===== src/rtl/fetch_sequencer.sv =====
// Fetch-stage controller: owns the PC, issues 1-cycle-latency imem reads and
// buffers PC-tagged instructions in a 2-entry FIFO toward decode.
module fetch_sequencer #(
  parameter logic [31:0] RESET_PC   = 32'h0000_0000,
  parameter int unsigned FIFO_DEPTH = 2
) (
  input  logic        system_clock,
  input  logic        reset,
  output logic        imem_req_valid,
  input  logic        imem_req_ready,
  output logic [31:0] imem_addr,
  input  logic [31:0] imem_rdata,
  input  logic        redirect_valid,
  input  logic [31:0] redirect_pc,
  input  logic        halt,
  output logic        fetch_valid,
  input  logic        fetch_ready,
  output logic [31:0] fetch_instruction,
  output logic [31:0] fetch_pc,
  output logic        halted
);

  typedef enum logic {RUN, HALTED} state_t;

  state_t      state, state_next;
  logic [31:0] pc;
  logic [31:0] tag_pc;
  logic        inflight;
  logic        started;
  logic [31:0] fifo_instr [2];
  logic [31:0] fifo_pc    [2];
  logic        rd_ptr, wr_ptr;
  logic [1:0]  count;
  logic [2:0]  occupancy;
  logic        pop, accept, push;

  assign pop       = fetch_valid & fetch_ready;
  assign accept    = imem_req_valid & imem_req_ready;
  // With 1-cycle latency a stale response always lands in the redirect cycle
  // itself, so the flush drops it directly and no kill flag has to outlive it.
  assign push      = inflight & ~redirect_valid;
  assign occupancy = 3'(count) + 3'(inflight);

  assign imem_addr         = pc;
  assign fetch_valid       = (count != 2'd0);
  assign fetch_instruction = fifo_instr[rd_ptr];
  assign fetch_pc          = fifo_pc[rd_ptr];
  assign halted            = (state == HALTED);

  always_comb begin
    state_next     = state;
    imem_req_valid = 1'b0;
    if (started && state == RUN && !halt && !redirect_valid &&
        (occupancy - 3'(pop)) < 3'd2)
      imem_req_valid = 1'b1;
    case (state)
      RUN:     if (halt && !inflight) state_next = HALTED;
      HALTED:  if (!halt) state_next = RUN;
      default: state_next = RUN;
    endcase
  end

  always_ff @(posedge system_clock or negedge reset) begin
    if (!reset) begin
      state    <= RUN;
      started  <= 1'b0;
      pc       <= RESET_PC;
      tag_pc   <= '0;
      inflight <= 1'b0;
    end else begin
      state    <= state_next;
      started  <= 1'b1;
      inflight <= accept;
      if (redirect_valid)
        pc <= redirect_pc & ~32'h3;
      else if (accept)
        pc <= pc + 32'd4;
      if (accept)
        tag_pc <= pc;
    end
  end

  always_ff @(posedge system_clock or negedge reset) begin
    if (!reset) begin
      count  <= '0;
      rd_ptr <= 1'b0;
      wr_ptr <= 1'b0;
      for (int unsigned i = 0; i < 2; i++) begin
        fifo_instr[i] <= '0;
        fifo_pc[i]    <= '0;
      end
    end else if (redirect_valid) begin
      count  <= '0;
      rd_ptr <= 1'b0;
      wr_ptr <= 1'b0;
    end else begin
      if (push) begin
        fifo_instr[wr_ptr] <= imem_rdata;
        fifo_pc[wr_ptr]    <= tag_pc;
        wr_ptr             <= ~wr_ptr;
      end
      if (pop)
        rd_ptr <= ~rd_ptr;
      count <= count + 2'(push) - 2'(pop);
    end
  end

  overflow_check: assert property (@(posedge system_clock) disable iff (!reset)
    !(push && !pop && count == 2'(FIFO_DEPTH)));

endmodule


===== config.mk =====
export PLATFORM = sky130hd
export DESIGN_NAME = fetch_sequencer
export DESIGN_NICKNAME = d
export VERILOG_FILES = /design/src/rtl/fetch_sequencer.sv
export SDC_FILE = /design/constraint.sdc
export NUM_CORES = 1
export LEC_CHECK = 0
export CAP_MARGIN = 15
export CORE_ASPECT_RATIO = 0.7
export CORE_MARGIN = 10
export CORE_UTILIZATION = 56
export DETAILED_ROUTE_END_ITERATION = 10
export GPL_ROUTABILITY_DRIVEN = 0
export PLACE_DENSITY = 0.85
export REMOVE_ABC_BUFFERS = 1
export SKIP_LAST_GASP = 1
export SYNTH_ARGS = -nofsm -noshare
export SYNTH_HDL_FRONTEND = slang
export SYNTH_SLANG_ARGS = --single-unit

===== constraint.sdc =====
create_clock -name system_clock -period 7.64 [get_ports system_clock]
set_input_delay 1.528 -clock system_clock [delete_from_list [all_inputs] [get_ports system_clock]]
set_output_delay 1.528 -clock system_clock [all_outputs]
set_load 0.05 [all_outputs]

Yosys cells after proc, flatten, opt, wreduce, memory -nomap -nowiden:

Cells that the tools add are included.

* bitwise gates (word level): 9
* add/subtract/negate cells: 5
* multiplexer cells: 21
* magnitude comparators: 4
* reduce and logical (&&, ||, !) cells: 14

Operator list (count)
* $mux W32: 9
* $bwmux W64: 2
* $add A32 B3 Y32 const B: 1
* $demux W32 S1: 1
* $reduce_bool A2 Y1: 4
* $mux W1: 7
* $logic_and A1 B1 Y1: 6
* $ge A2 B2 Y1 const B: 2
* $not A1 Y1: 4
* $not A1 Y2: 2
* $add A2 B1 Y3: 1
* $and A1 B1 Y1: 3
* $logic_not A1 Y1: 3
* $lt A3 B2 Y1 const B: 1
* $sub A3 B1 Y3: 1
* $add A2 B1 Y2: 1
* $lt A2 B1 Y1 const B: 1
* $mux W2: 1
* $pmux W1 S2: 1
* $reduce_and A2 Y1: 1
* $sub A2 B1 Y2: 1

* input port bits: 70
* register bits: 199

Depth between registers and ports, before layout:

Gate-level depths: netlist of the first run.

* word-level depth: 9
* gate-level depth with buffers: 12
* gate-level depth less buffers: 10

Least setup slack after synthesis of the first run:

Ideal clock, no wire load.

* path kind: input -> output
* start point: input port fetch_ready
* end point: output port imem_req_valid
* buffers on the path: 0
* setup slack: 2.411 ns
* data arrival time: 3.701 ns
* stages on the path: 6
* required time: 6.112 ns
* path through: nand2_1 nor2_1 o21ai_0 fa_1 nand4bb_4 nor3_1

* word-level cells in the longest chain between the ends: 5

Ends and longest elaborated chain
* start, declared: RTL line 17 `input logic fetch_ready,`
* $and A1 B1 Y1: RTL line 37 `assign pop = fetch_valid & fetch_ready;`
* $sub A3 B1 Y3: RTL line 54 `(occupancy - 3'(pop)) < 3'd2)`
* $lt A3 B2 Y1: RTL line 54
* $logic_and A1 B1 Y1: RTL line 53 `if (started && state == RUN && !halt && !redirect_valid &&`
* $mux W1: RTL line 53
* end, declared: RTL line 9 `output logic imem_req_valid,`

Every way passes these cells.

Worst setup path in the final report of the first run:

Same ends and word-level chain as after synthesis.

==> results of run 1 <==
==> cells by family after synthesis <==
logic type,Yosys count,synth area share (%)
AND/OR/NAND/NOR,208,12.3
flip-flops,191,54.5
multiplexers,187,24.0
AO/OA/AOI/OAI,57,4.31
buffers and inverters,50,2.84
XOR/XNOR,12,1.28
adder cells (fa/ha/maj),4,0.657
other,2,0.0857
==> flip-flops by register name, indices dropped and copies added, names as in the netlist <==
register    cells
fifo_pc        60
count           2
inflight        1
fifo_instr     64
tag_pc         30
wr_ptr          1
halted          1
started         1
imem_addr      30
rd_ptr          1
==> routing by layer <==
layer  GRT usage (%)  routed length (um)
met1            27.7                9480
met3            6.84                1830
met2            31.5               10200
met4            6.78                 395
met5               0                   0
==> worst paths after layout <==
check	to	slack (ns)	cells after the start
max	imem_req_valid	1.81	8
min	tag_pc[28]$_DFFE_PN0P_	0.49	2
max reg2reg	imem_addr[12]$_DFFE_PN0P_	3.97	10
min reg2reg	tag_pc[28]$_DFFE_PN0P_	0.49	2
max in group asynchronous	imem_addr[27]$_DFFE_PN0P_	5.14	3
min in group asynchronous	fifo_instr[32]$_DFFE_PN0P_	1.18	1
==> cell type report <==
cell class,count,area (um^2)
Sequential cell,191,4780
Clock inverter,9,108
Tap cell,200,250
Multi-Input combinational cell,473,3750
Timing Repair Buffer,168,1690
Antenna cell,1,2.50
Inverter,5,18.8
Fill cell,1053,4330
Clock buffer,23,478
==> power groups by stage <==
stage / registers, mW / logic [mW] / clock network, mW
final: 1.41 / 1.55 / 0.881
after global routing: 1.44 / 1.64 / 0.941
after CTS: 1.41 / 1.57 / 0.896
after detailed placement: 1.43 / 1.55 / 0
after global placement: 1.40 / 1.52 / 0
after floorplan: 1.45 / 0.988 / 0
==> worst max-delay path: stages <==
cell	delay [ns]
clkdlybuf4s50_1	0.48
nand2_1	0.10
nor2_1	0.21
o21ai_0	0.16
fa_1	0.55
nand4bb_4	0.17
nor3_1	0.25
clkdlybuf4s50_1	0.85
==> placed cells by master, fill, tap and decap left out, types with 5 or more instances in the layout <==
cell             instances
a221o_1                  5
a22oi_1                  5
and2_1                   6
buf_4                    5
clkbuf_16               17
clkdlybuf4s50_1        160
conb_1                   5
dfrtp_1                190
inv_1                    5
mux2_2                 186
nand2_1                114
nand3_1                 10
nand3b_1                 6
nand4_1                 17
nor2_1                  15
nor2b_1                  7
o211ai_1                 5
o21ai_0                 19
o311ai_1                 5
xor2_1                   7
==> stage by stage <==
step / cell area, um^2 / util, %
after floorplan: 8550 / -
after global placement: 10500 / 67.9
after detailed placement: 10500 / 67.9
after CTS: 11000 / 71.7
after global routing: 11100 / 71.9
final: 11100 / 71.9
==> flow_summary.toml, run 1 <==
[outcome]
outcome = "finished clean"

[power_and_ir_drop]
leakage_nw = 5.14
peakVddDrop_mv = 0.223
switchingPower_mw = 1.50
seq_power_share_pct = 36.7
finalPower_mw = 3.85
clockPowerShare_pct = 22.9
p_int_mw = 2.35
sw_frac_of_total_pct = 38.9
power_frac_comb_pct = 40.4
power_density_nw_per_um2 = 347

[clocking]
post-cts-setup-buffer-count = 0
cts-resized-gates = 0
numCtsBuffers = 17
clock-root-buffer = "clkbuf_16"
clock_sinks = 191
cts_buffer_depth = 2
cts_tree = "done"
path_clk_slew_ns = 0.06
clk_latency_ns = 0.43
cts_max_level = 4
hold_buffers = 0

[timing]
setup_viol = 0
min_period_over_period_pct = 76.3
slew_viol_final = 0
tightest_slew_ns = 0.962
layout_min_cycle_time_ns = 5.83
clock_skew_ns = 0.00884
tns_ns = 0
layout_setup_ws_ns = 1.81
relSlewSlack_pct = 35.6
grt_setup_unrepaired = "false"
max_freq_mhz = 172
hold_viol = 0
hold_ws_ns = 0.489

[setup_path]
crit_type = "in2out"
r2r_start = "count[1]$_DFF_PN0_"
worstPathArrival_ns = 4.30
worst-path-max-fanout = 6
crit_required_ns = 6.11
end_kind = "output pin"
critPathLaunchType = "primary input"
crit_path_start = "fetch_ready"

[synth]
synthesis.area_um2 = 8760
synth_ff_type = "dfrtp_1"
ys_seq_area_share_pct = 54.5
synth.largest_area_cell = "dfrtp_1"
synth_commonest_cells = "dfrtp_1, mux2_2, nand2_1, buf_2, o21ai_0"
synth_top_area_share_pct = 54.5
synth_edf_count = 0
async_reset_ff_share_pct = 100
synth.distinct_cells = 55
synth_most_common_cell = "dfrtp_1"
synth_area_leaders = "dfrtp_1, mux2_2, nand2_1, buf_2, nand4_1"
syn_avg_cell_area_um2 = 12.3
synth_warnings = 0
ys_seq_elements = 191
netlist_instances = 711

[hold_path]
hold_path.class = "reg2reg"
hp-start = "tag_pc[28]$_DFFE_PN0P_"

[routing]
wl_per_cell_um = 20.4
dr.pass1.iters = 4
vias_per_cell = 5.76
drt_iter0_drc = 427
antenna_left = 0
vias = 6164
totalWireLength_um = 21900
drc = 0

[die]
start_util_pct = 56.9
dieWidth_um = 170
pin_count = 169
core_area_um2 = 15400
rows = 38
fp.dieH_um = 125
die-area_um2 = 21100

[placed_design]
dp_hpwl_um = 14800
dp.cells = 1036
io_buffers = 162
place_ws_ns = 1.82

[layout]
fin_cells = 1070
syn2layout_area_growth_pct = 26.4
drive_gt1_share_pct = 27.6
nNetsFinal = 930

[run]
cap_violations = 0

[grt]
gr-total-overflow = 0
grt_pass1_vias = 6584
grtUsageTotal_pct = 20.8
grt_max_degree = 99
grt_pass1_wl_um = 35500
antenna_found_initial = 1
No activity file was read; power rests on OpenSTA's default activity.
==> run 2: changes to the inputs <==
CORE_UTILIZATION = 52   (was 56)
PLACE_DENSITY = 0.8   (was 0.85)
clock period = 6.1 ns   (was 7.64 ns; I/O delays follow)
==> flow_summary.toml, run 2 (synthesis results as in run 1) <==
[setup_path]
worst-path-max-fanout = 6
crit_buf_inv = 2
cp_common_cell = "clkdlybuf4s50_1"
r2r_start = "count[1]$_DFF_PN0_"
worstPathArrival_ns = 3.93
end_kind = "output pin"
cp_slowest_cell = "clkdlybuf4s50_1"
crit_required_ns = 4.88
cp_slowest_stage_delay_ns = 0.86
critPathLaunchType = "primary input"
crit_family = "buffers and inverters"
crit_cells = 8
crit_type = "in2out"
r2r-end = "imem_addr[17]$_DFFE_PN0P_"
rr_worst_depth = 10
rrSetupSlack_ns = 2.77
path_cells = "clkdlybuf4s50_1 -> nand2_1 -> nor2_1 -> o21ai_0 -> fa_1 -> nand4bb_4 -> nor3_1 -> clkdlybuf4s50_1"

[layout]
final_cell_mix = "dfrtp_1, mux2_2, clkdlybuf4s50_1, nand2_1, o21ai_0"
fin_area_um2 = 11100
fill_cells = 1225
final_common_cell = "dfrtp_1"
nNetsFinal = 929
max_flop_register = "fifo_instr"
largestRegisters = "fifo_instr: 64 flops, fifo_pc: 60 flops"
largest_reg_flops = 64
syn2layout_area_growth_pct = 26.9
drive_gt1_share_pct = 27.6
fin_cells = 1093

[hold_path]
hold_depth = 2
holdPathEnd = "tag_pc[12]$_DFFE_PN0P_"
hp-start = "tag_pc[12]$_DFFE_PN0P_"
hold_path.class = "reg2reg"

[timing]
tns_ns = 0
layout_min_cycle_time_ns = 5.15
relSlewSlack_pct = 30.0
tightest_slew_ns = 1.05
setup_viol = 0
max_freq_mhz = 194
clock_skew_ns = 0.00758
min_period_over_period_pct = 84.4
layout_setup_ws_ns = 0.953
grt_setup_unrepaired = "false"
slew_viol_final = 0
hold_viol = 0

[routing]
vias = 6102
dr.pass1.iters = 5
totalWireLength_um = 21600
wl_per_cell_um = 19.7
vias_per_cell = 5.58
antenna_left = 0
drt_iter0_drc = 701
drc = 0

[grt]
grt_pass1_vias = 6587
grt_pass1_wl_um = 35100
antenna_found_initial = 1
grtUsageTotal_pct = 19.5
grt_max_degree = 131
gr-total-overflow = 0

[clocking]
cts_buffer_depth = 2
clock_sinks = 191
cts-resized-gates = 0
post-cts-setup-buffer-count = 0
path_clk_slew_ns = 0.07
clk_latency_ns = 0.42
clock-root-buffer = "clkbuf_16"
cts_max_level = 4
numCtsBuffers = 17
cts_tree = "done"
hold_buffers = 0

[power_and_ir_drop]
leakage_nw = 5.16
peakVddDrop_mv = 0.261
power_density_nw_per_um2 = 437

[die]
core_area_um2 = 16400
dieWidth_um = 175
rows = 39
start_util_pct = 53.3
fp.dieH_um = 129
pin_count = 169
die-area_um2 = 22500

[outcome]
outcome = "finished clean"

[placed_design]
place_ws_ns = 0.949
postPlaceCellArea_um2 = 10500
dp.cells = 1061
dp_hpwl_um = 14700
io_buffers = 162

[run]
cap_violations = 0
==> run 2: power breakdown <==
group	internal, mW	switching (mW)
sequential	1.55	0.239
combinational	0.757	1.15
clock	0.690	0.481
==> run 2: final cells by class <==
type | count | area, um^2 | share of cell area (%)
Sequential cell | 191 | 4780 | 43.0
Multi-Input combinational cell | 473 | 3750 | 33.8
Timing Repair Buffer | 167 | 1670 | 15.0
Clock buffer | 19 | 433 | 3.89
Tap cell | 225 | 282 | 2.53
Clock inverter | 12 | 183 | 1.64
Inverter | 5 | 18.8 | 0.169
Antenna cell | 1 | 2.50 | 0.0225
==> run 2: worst register-to-register path: cells and delay by family, from the launching register on <==
kind                       cells  cell delay, ns
AOI/OAI and AO/OA              3            0.60
adders and majority gates      1            0.55
DFF                            1            0.47
and+or+nand+nor                6            1.60
==> run 2: worst max path at each step <==
stage / startpoint / to / slack [ns]
floorplan: fetch_ready / imem_req_valid / 1.49
global placement: fetch_ready / imem_req_valid / 0.97
detailed placement: fetch_ready / imem_req_valid / 0.95
CTS: fetch_ready / imem_req_valid / 0.94
global route: fetch_ready / imem_req_valid / 0.80
finish: fetch_ready / imem_req_valid / 0.95
==> run 2: stage by stage <==
step | hold slack (ns) | total power [mW] | utilization, %
after global placement | 0.464 | 3.67 | 63.9
after floorplan | 0.451 | 3.06 | -
after CTS | 0.491 | 4.91 | 67.6
after detailed placement | 0.473 | 3.73 | 63.9
final | 0.486 | 4.86 | 67.6
after global routing | 0.510 | 5.10 | 67.6
==> run 2: layer usage <==
layer	track usage (%)	up-vias	part of all wire [%]
met5	0	-	0
met4	4.57	0	0.70
met3	8.18	14	10
met2	30.9	207	46
met1	24.5	3080	43
li1	-	2801	-
